`config.mk`:
```
export PLATFORM = sky130hd
export DESIGN_NAME = resp_window_monitor_flat
export DESIGN_NICKNAME = d
export VERILOG_FILES = /design/src/rtl/resp_window_monitor_pkg.sv /design/src/rtl/resp_window_monitor_if.sv /design/src/rtl/resp_window_monitor_sat_counter.sv /design/src/rtl/resp_window_monitor.sv /design/src/flat_wrapper.sv
export SDC_FILE = /design/constraint.sdc
export NUM_CORES = 1
export LEC_CHECK = 0
export CORE_UTILIZATION = 49
export DETAILED_ROUTE_END_ITERATION = 10
export GPL_TIMING_DRIVEN = 0
export PLACE_DENSITY_LB_ADDON = 0.08
export RECOVER_POWER = 100
export SYNTH_ARGS = -nofsm -noshare
export SYNTH_HDL_FRONTEND = slang
export SYNTH_SLANG_ARGS = --single-unit
```
`constraint.sdc`:
```
create_clock -name clk -period 4.08 [get_ports clk]
set_input_delay 0.408 -clock clk [delete_from_list [all_inputs] [get_ports clk]]
set_output_delay 0.408 -clock clk [all_outputs]
set_load 0.1 [all_outputs]
```
`src/rtl/resp_window_monitor_pkg.sv`:
```
// Shared constants, the attempt-vector type and the popcount helper used for
// the pass/fail/pending sums of the response-window monitor.
package resp_mon_pkg;

   localparam int unsigned MAX_DLY_LIMIT = 32;
   localparam int unsigned CNT_INC_W     = 6;

   // Bit k set: an attempt opened k samples ago is still unresolved.
   typedef logic [MAX_DLY_LIMIT:1] pend_vec_t;

   function automatic logic [CNT_INC_W-1:0] popcount(input pend_vec_t v);
      logic [CNT_INC_W-1:0] n;
      n = '0;
      for (int unsigned i = 1; i <= MAX_DLY_LIMIT; i++) begin
         n = n + CNT_INC_W'(v[i]);
      end
      return n;
   endfunction

endpackage

```
`src/rtl/resp_window_monitor_if.sv`:
```
// req/ack handshake observed by the monitor.
//   req : antecedent, sampled on posedge clk
//   ack : consequent, sampled on posedge clk
// master: the req/ack producer; slave: the monitor (observe only).
interface resp_window_monitor_if;
   logic req;
   logic ack;

   modport master (output req, output ack);
   modport slave  (input  req, input  ack);
endinterface

```
`src/rtl/resp_window_monitor_sat_counter.sv`:
```
// Saturating up-counter with synchronous clear.
//   clk, rst_n : clock, async active-low reset
//   inc        : amount to add this edge (0..32)
//   clr        : zero the count; inc on the same edge is discarded
//   cnt        : registered count, holds at 2^W-1
module sat_counter
   import resp_mon_pkg::*;
#(
   parameter int unsigned W = 16
) (
   input  logic                 clk,
   input  logic                 rst_n,
   input  logic [CNT_INC_W-1:0] inc,
   input  logic                 clr,
   output logic [W-1:0]         cnt
);

   // One bit of headroom over the wider operand so the sum cannot wrap.
   localparam int unsigned SW = ((W > CNT_INC_W) ? W : CNT_INC_W) + 1;
   localparam logic [W-1:0] CNT_MAX = {W{1'b1}};

   logic [SW-1:0] sum_c;

   assign sum_c = SW'(cnt) + SW'(inc);

   always_ff @(posedge clk or negedge rst_n) begin
      if (!rst_n) begin
         cnt <= '0;
      end else if (clr) begin
         cnt <= '0;
      end else if (sum_c > SW'(CNT_MAX)) begin
         cnt <= CNT_MAX;
      end else begin
         cnt <= W'(sum_c);
      end
   end

endmodule

```
`src/rtl/resp_window_monitor.sv`:
```
// Bounded-response checker: every sampled req must see ack sampled between
// MIN_DLY and MAX_DLY clocks later. Overlapping attempts tracked independently.
//   clk, rst_n : clock, async active-low reset (abandons open attempts)
//   en         : low suppresses starting a new attempt on that edge
//   clr        : sync clear of counters and err_sticky
//   hs         : req/ack handshake (slave modport)
//   pass_pulse / fail_pulse : some attempt passed / failed at the previous edge
//   pass_cnt / fail_cnt     : saturating attempt counts
//   pending    : open attempts after the update
//   err_sticky : set by any failure, cleared by clr or reset
module resp_window_monitor
   import resp_mon_pkg::*;
#(
   parameter int unsigned MIN_DLY = 1,
   parameter int unsigned MAX_DLY = 5,
   parameter int unsigned CNT_W   = 16
) (
   input  logic                  clk,
   input  logic                  rst_n,
   input  logic                  en,
   input  logic                  clr,
   resp_window_monitor_if.slave  hs,
   output logic                  pass_pulse,
   output logic                  fail_pulse,
   output logic [CNT_W-1:0]      pass_cnt,
   output logic [CNT_W-1:0]      fail_cnt,
   output logic [CNT_INC_W-1:0]  pending,
   output logic                  err_sticky
);

   if (MIN_DLY < 1 || MIN_DLY > MAX_DLY) begin : g_bad_min
      $error("resp_window_monitor: MIN_DLY must be in 1..MAX_DLY");
   end
   if (MAX_DLY > MAX_DLY_LIMIT) begin : g_bad_max
      $error("resp_window_monitor: MAX_DLY must not exceed MAX_DLY_LIMIT");
   end

   pend_vec_t pend_q;
   pend_vec_t pend_n;
   pend_vec_t win_mask;
   pend_vec_t pass_set;
   logic      fail_c;

   // Resolve the current ages against ack and shift the survivors one age up.
   always_comb begin
      win_mask = '0;
      for (int unsigned k = 1; k <= MAX_DLY; k++) begin
         win_mask[k] = (k >= MIN_DLY);
      end

      pass_set = hs.ack ? (pend_q & win_mask) : '0;
      fail_c   = pend_q[MAX_DLY] & ~hs.ack;

      pend_n    = '0;
      pend_n[1] = hs.req & en;
      for (int unsigned k = 1; k < MAX_DLY; k++) begin
         pend_n[k + 1] = pend_q[k] & ~(hs.ack & (k >= MIN_DLY));
      end
   end

   // Attempt vector and registered status outputs.
   always_ff @(posedge clk or negedge rst_n) begin
      if (!rst_n) begin
         pend_q     <= '0;
         pass_pulse <= 1'b0;
         fail_pulse <= 1'b0;
         pending    <= '0;
         err_sticky <= 1'b0;
      end else begin
         pend_q     <= pend_n;
         pass_pulse <= |pass_set;
         fail_pulse <= fail_c;
         pending    <= popcount(pend_n);
         err_sticky <= clr ? 1'b0 : (err_sticky | fail_c);
      end
   end

   sat_counter #(.W(CNT_W)) u_pass_cnt (
      .clk   (clk),
      .rst_n (rst_n),
      .inc   (popcount(pass_set)),
      .clr   (clr),
      .cnt   (pass_cnt)
   );

   sat_counter #(.W(CNT_W)) u_fail_cnt (
      .clk   (clk),
      .rst_n (rst_n),
      .inc   (CNT_INC_W'(fail_c)),
      .clr   (clr),
      .cnt   (fail_cnt)
   );

endmodule
```
`src/flat_wrapper.sv`:
```
// flat-port wrapper written by rule: the top's interface ports become plain ports
module resp_window_monitor_flat import resp_mon_pkg::*;
#(
   parameter int unsigned MIN_DLY = 1,
   parameter int unsigned MAX_DLY = 5,
   parameter int unsigned CNT_W   = 16
)
  (clk, rst_n, en, clr, pass_pulse, fail_pulse, pass_cnt, fail_cnt, pending, err_sticky, hs_req, hs_ack);
  resp_window_monitor_if hs_i ();
  input  logic clk;
  input  logic rst_n;
  input  logic en;
  input  logic clr;
  output logic pass_pulse;
  output logic fail_pulse;
  output logic [CNT_W-1:0] pass_cnt;
  output logic [CNT_W-1:0] fail_cnt;
  output logic [CNT_INC_W-1:0] pending;
  output logic err_sticky;
  input wire logic [$bits(hs_i.req)-1:0] hs_req;
  input wire logic [$bits(hs_i.ack)-1:0] hs_ack;
  assign hs_i.req = hs_req;
  assign hs_i.ack = hs_ack;
  resp_window_monitor #(.MIN_DLY(MIN_DLY), .MAX_DLY(MAX_DLY), .CNT_W(CNT_W)) u_core (.clk(clk), .rst_n(rst_n), .en(en), .clr(clr), .hs(hs_i), .pass_pulse(pass_pulse), .fail_pulse(fail_pulse), .pass_cnt(pass_cnt), .fail_cnt(fail_cnt), .pending(pending), .err_sticky(err_sticky));
endmodule
```
* Word-level counts from Yosys, hierarchy flattened
Cells that the tools add are included.
Cells by class: add/subtract/negate cells 37, order comparisons 2, mux-type cells 6, bitwise gates (word level) 8, reductions and logical operators 1
Operator list (number):
- adder 6 x 1 -> 6 bit, second input constant | 27
- two-way mux 16 bit | 4
- adder 6 x 1 -> 6 bit | 6
- greater-than comparator 17 x 16 -> 1 bit, second input constant | 2
- OR reduction 32 bit | 1
- adder 16 x 1 -> 17 bit | 1
- adder 16 x 6 -> 17 bit | 1
- AND 1 bit | 6
- two-way mux 5 bit | 1
- adder 1 x 1 -> 2 bit | 2
- two-way mux 1 bit | 1
- inverter 1 bit | 1
- OR 1 bit | 1
Storage, ports and cells: register bits after elaboration 46, output and inout bits 41, word-level logic and storage cells 61

* Longest topological paths before layout
depth after elaboration 36, gate-level depth with buffers 15

* Modules after synthesis
Synthesis repeated with hierarchy kept, for this count alone.
Second synthesis, totals: cell total of the unflattened synthesis 242, area total of the unflattened synthesis 2551.2 um2
By module, submodules not included:
- sat_counter (u_core.u_pass_cnt) | instances 1, cells each 102, area an instance 1024.7 um2, seq. area each 400.4 um2
- sat_counter (u_core.u_fail_cnt) | instances 1, cells each 100, area an instance 1008.5 um2, seq. area each 400.4 um2
- resp_window_monitor | instances 1, cells each 40, area an instance 518.0 um2, seq. area each 275.3 um2

* Least setup slack after synthesis
OpenSTA, ideal clock, no wires.
path kind input -> register, start input port hs_ack, end register u_core.u_pass_cnt.cnt[13], arrival 3516 ps, data required time 3943 ps, path slack 427 ps, cell stages on the path 14, path buffers 2, cell sequence clkbuf_1 -> and2_1 -> ha_1 -> inv_1 -> fa_1 -> inv_1 -> ha_1 -> fa_1 -> fa_1 -> a21oi_2 -> nor3_1 -> nand4_1 -> buf_2 -> a31oi_1
Between the ends: word-level cells in the longest chain between the ends 36
RTL lines:
- start, declared | line flat_wrapper.sv:21 | input wire logic [$bits(hs_i.ack)-1:0] hs_ack;
- two-way mux 5 bit (*) | line resp_window_monitor.sv:51 | pass_set = hs.ack ? (pend_q & win_mask) : '0;
- adder 1 x 1 -> 2 bit | line resp_window_monitor_pkg.sv:15 | n = n + CNT_INC_W'(v[i]);
- adder 6 x 1 -> 6 bit (2 in a row) | line resp_window_monitor_pkg.sv:15
- adder 6 x 1 -> 6 bit (*) (28 in a row) | line resp_window_monitor_pkg.sv:15
- adder 16 x 6 -> 17 bit (*) | line resp_window_monitor_sat_counter.sv:24 | assign sum_c = SW'(cnt) + SW'(inc);
- greater-than comparator 17 x 16 -> 1 bit | line resp_window_monitor_sat_counter.sv:31 | end else if (sum_c > SW'(CNT_MAX)) begin
- two-way mux 16 bit (*) | line resp_window_monitor_sat_counter.sv:31
- two-way mux 16 bit (*) | line resp_window_monitor_sat_counter.sv:29 | end else if (clr) begin
- end signal, assigned | line resp_window_monitor_sat_counter.sv:34 | cnt <= W'(sum_c);
- end, declared | line resp_window_monitor_sat_counter.sv:15 | output logic [W-1:0] cnt
Mark *: on every way between the ends. The rest lies on a longest branch, timed or not.

* Worst setup path in the final report
start register u_core.pend_q[0], end register u_core.u_pass_cnt.cnt[13]
Between the ends: word-level cells in the longest chain between the ends 36
RTL lines:
- start, declared | line resp_window_monitor.sv:38 | pend_vec_t pend_q;
- start signal, assigned | line resp_window_monitor.sv:70 | pend_q <= pend_n;
- two-way mux 5 bit (*) | line resp_window_monitor.sv:51
- adder 1 x 1 -> 2 bit (*) | line resp_window_monitor_pkg.sv:15
- adder 6 x 1 -> 6 bit (*) (30 in a row) | line resp_window_monitor_pkg.sv:15
- adder 16 x 6 -> 17 bit (*) | line resp_window_monitor_sat_counter.sv:24
- greater-than comparator 17 x 16 -> 1 bit | line resp_window_monitor_sat_counter.sv:31
- two-way mux 16 bit (*) | line resp_window_monitor_sat_counter.sv:31
- two-way mux 16 bit (*) | line resp_window_monitor_sat_counter.sv:29
Marks and branches as above.

==> results.yml <==
clocking:
  clk_pin_slew_ns: 0.08
  cts_buffers: 5
  clock-sinks: 43
  cts_tree: "done"
  post_cts.repair.setup_buffers: 0
  cts-root-buf: "clkbuf_8"
  worstSkewPairLatency_ns: 0.29
  clk_path_buf_depth: 2
  htree_levels: 2
setup_path:
  end_kind: "flip-flop"
  cp.required_ns: 4.23
  cp_max_fo: 10
  start_kind: "flip-flop"
  path_class: "reg2reg"
  cp.arrival_ns: 3.95
finish:
  finalNonFillerCells: 324
  layout_commonest_cell: "dfrtp_1"
  drive_gt1_share_pct: 5.88
  mostFrequentLayoutCells: "dfrtp_1 (43), dlygate4sd3_1 (40), a21oi_1 (27)"
  nets: 292
  diodes: 0
  area_growth_pct: 25.0
place:
  hpwlAfterDp_um: 3070
  dp_cells: 315
  port_buffers: 41
  globalplace.congestion: 0.735
timing:
  finalCritPeriodShare_pct: 92.9
  final.setup.tns_ns: 0
  worst_pin_slew_ns: 1.70
  finalHoldViolCount: 0
  clock.fmax_mhz: 264
  report.final.slew_viol_count: 33
  min_period_ns: 3.79
  slew_headroom_pct: -13.5
  finClkSkew_ns: 0.00627
  setup-violations-final: 0
  rsz0062_at_grt: "false"
route:
  vias: 1729
  via_per_inst: 5.34
  wire_per_inst_um: 13.0
  drtIter0Drc: 109
  ant_nets: 0
  first_pass_iters: 4
  routed_wl_um: 4220
  remaining_drc_errors: 0
die:
  ios: 47
  core_area_mm2: 0.00438
  die_h_um: 69.6
  die_area_mm2: 0.00484
  initial_core_util_pct: 51.0
  fp.dieW_um: 69.6
  std_cell_rows: 24
pwr:
  power_density_mw_per_mm2: 281
  p_leak_uw: 0.00132
  peakVddDrop_uv: 225
grt:
  grt-busiest-layer: "met2"
  globalRouteMet2Util_pct: 31.5
  grtUsageMet1_pct: 29.2
  antenna_found_initial: 0
  grt_max_degree: 33
  first_global_vias: 1717
  grtUsageTotal_pct: 20.4
  grt_use_met3_pct: 3.63
  grt-ovfl-total: 0
  grt_pass1_wl_um: 7920
synthesis:
  yosysWarningCount: 0
  syn-cell-area_mm2: 0.00224
  synth_cells: 219
  yosysSeqAreaShare_pct: 48.1
  avgSynthCellArea_um2: 10.2
  ys_types: 36
  synth-seq-cells: 43
status:
  status: "finished with violations"
  violations: "max-capacitance violations, max-slew violations"
worst_hold_path:
  min_path_type: "in2reg"
flow_run:
  cap_violations: 1
metrics by stage:
stage / instance area, um2 / util (%) / hold WS, ns / worst slack [ns] / total power (uW)
after floorplan: 2240 / - / 0.112 / 0.427 / 511
final: 2800 / 63.8 / 0.451 / 0.288 / 786
after detailed placement: 2730 / 62.4 / 0.319 / 0.0578 / 540
after global routing: 2800 / 63.8 / 0.499 / 0.0350 / 823
after global placement: 2720 / 62.0 / 0.491 / 0.0564 / 538
after CTS: 2830 / 64.4 / 0.449 / 0.296 / 804
logic make-up (layout without fill, tap and decap cells):
kind of cell	count (synthesis)	after routing	share of synthesized area, %
adders and majority gates	15	15	10.1
buffers and inverters	30	81	5.60
other	1	3	0.168
AOI/OAI and AO/OA	44	44	11.8
xor gates and xnor gates	18	18	7.05
DFF	43	43	48.1
and+or+nand+nor	68	68	17.2
report_power, final:
group          switching [uW]  internal, uW  total (uW)
clock network             139           120         259
logic                    73.5          18.7        92.2
registers                2.63           432         434
total                     215           571         786
layout make-up:
cell class	instances	area, um2
inverter	21	78.8
sequential	43	1080
buffer	9	46.3
fill	398	1590
multi-input combinational	148	1030
timing repair buffer	43	418
clock inverter	1	5.00
tap	52	65.1
clock buffer	7	76.3
routing by layer:
| metal | routed length [um] | vias to the layer above |
|---|---|---|
| li1 | - | 853 |
| met1 | 2060 | 832 |
| met2 | 1950 | 37 |
| met3 | 156 | 7 |
| met4 | 63 | 0 |
| met5 | 0 | - |
Yosys cell counts, drive strengths merged:
cell	count	area share, %
dfrtp	43	48
a21oi	29	6.8
inv	21	3.5
xnor2	17	6.7
nand2	11	1.8
nor2	11	1.8
ha	10	5.6
nand3	9	2.7
nor2b	7	2.0
nor4	7	2.5
buf	5	1.4
fa	5	4.5
nand4	5	1.4
nor3	5	1.1
and3	4	1.1
clkbuf	4	0.67
a311oi	3	1.2
a31oi	3	0.84
and2	3	0.84
o21ai	3	0.67
a211oi	2	0.67
nand2b	2	0.56
or3	2	0.56
a211o	1	0.39
a221oi	1	0.39
a31o	1	0.39
conb	1	0.17
nand4b	1	0.39
nor4b	1	0.39
o31a	1	0.39
xor2	1	0.39
what timing repair did:
action | in CTS | in global routing
hold endpoints to repair | 8 | 0
resized for setup | 0 | 0
hold buffers | 1 | 0
endpoints found under the setup margin | 0 | 0
flip-flops by register name (all words and copies together), names as in the netlist:
name / count
u_core.pass_pulse: 1
u_core.u_pass_cnt.cnt: 16
u_core.err_sticky: 1
u_core.fail_pulse: 1
u_core.pending: 3
u_core.u_fail_cnt.cnt: 16
u_core.pend_q: 5
worst paths after layout:
kind | startpoint | endpoint | slack (ns) | cells after the start
setup reg to reg | u_core.pend_q[0] | u_core.u_pass_cnt.cnt[13] | 0.29 | 13
min in group asynchronous | rst_n | u_core.u_pass_cnt.cnt[15] | 0.66 | 2
hold / removal | clr | u_core.u_pass_cnt.cnt[12] | 0.45 | 2
max in group asynchronous | rst_n | u_core.u_pass_cnt.cnt[10] | 1.42 | 3
setup / recovery | u_core.pend_q[0] | u_core.u_pass_cnt.cnt[13] | 0.29 | 13
hold reg to reg | u_core.err_sticky | u_core.err_sticky | 0.51 | 2
worst max-delay path: stages, from the launching register on:
cell and delay (ns):
dfrtp_1 0.37, and2_0 0.17, ha_1 0.28, inv_1 0.05, fa_1 0.53, inv_1 0.04
ha_1 0.20, fa_1 0.48, fa_1 0.46, a21oi_2 0.32, nor3_1 0.15, nand4_1 0.21
clkbuf_2 0.28, a31oi_1 0.12
No activity file was read; power rests on OpenSTA's default activity.
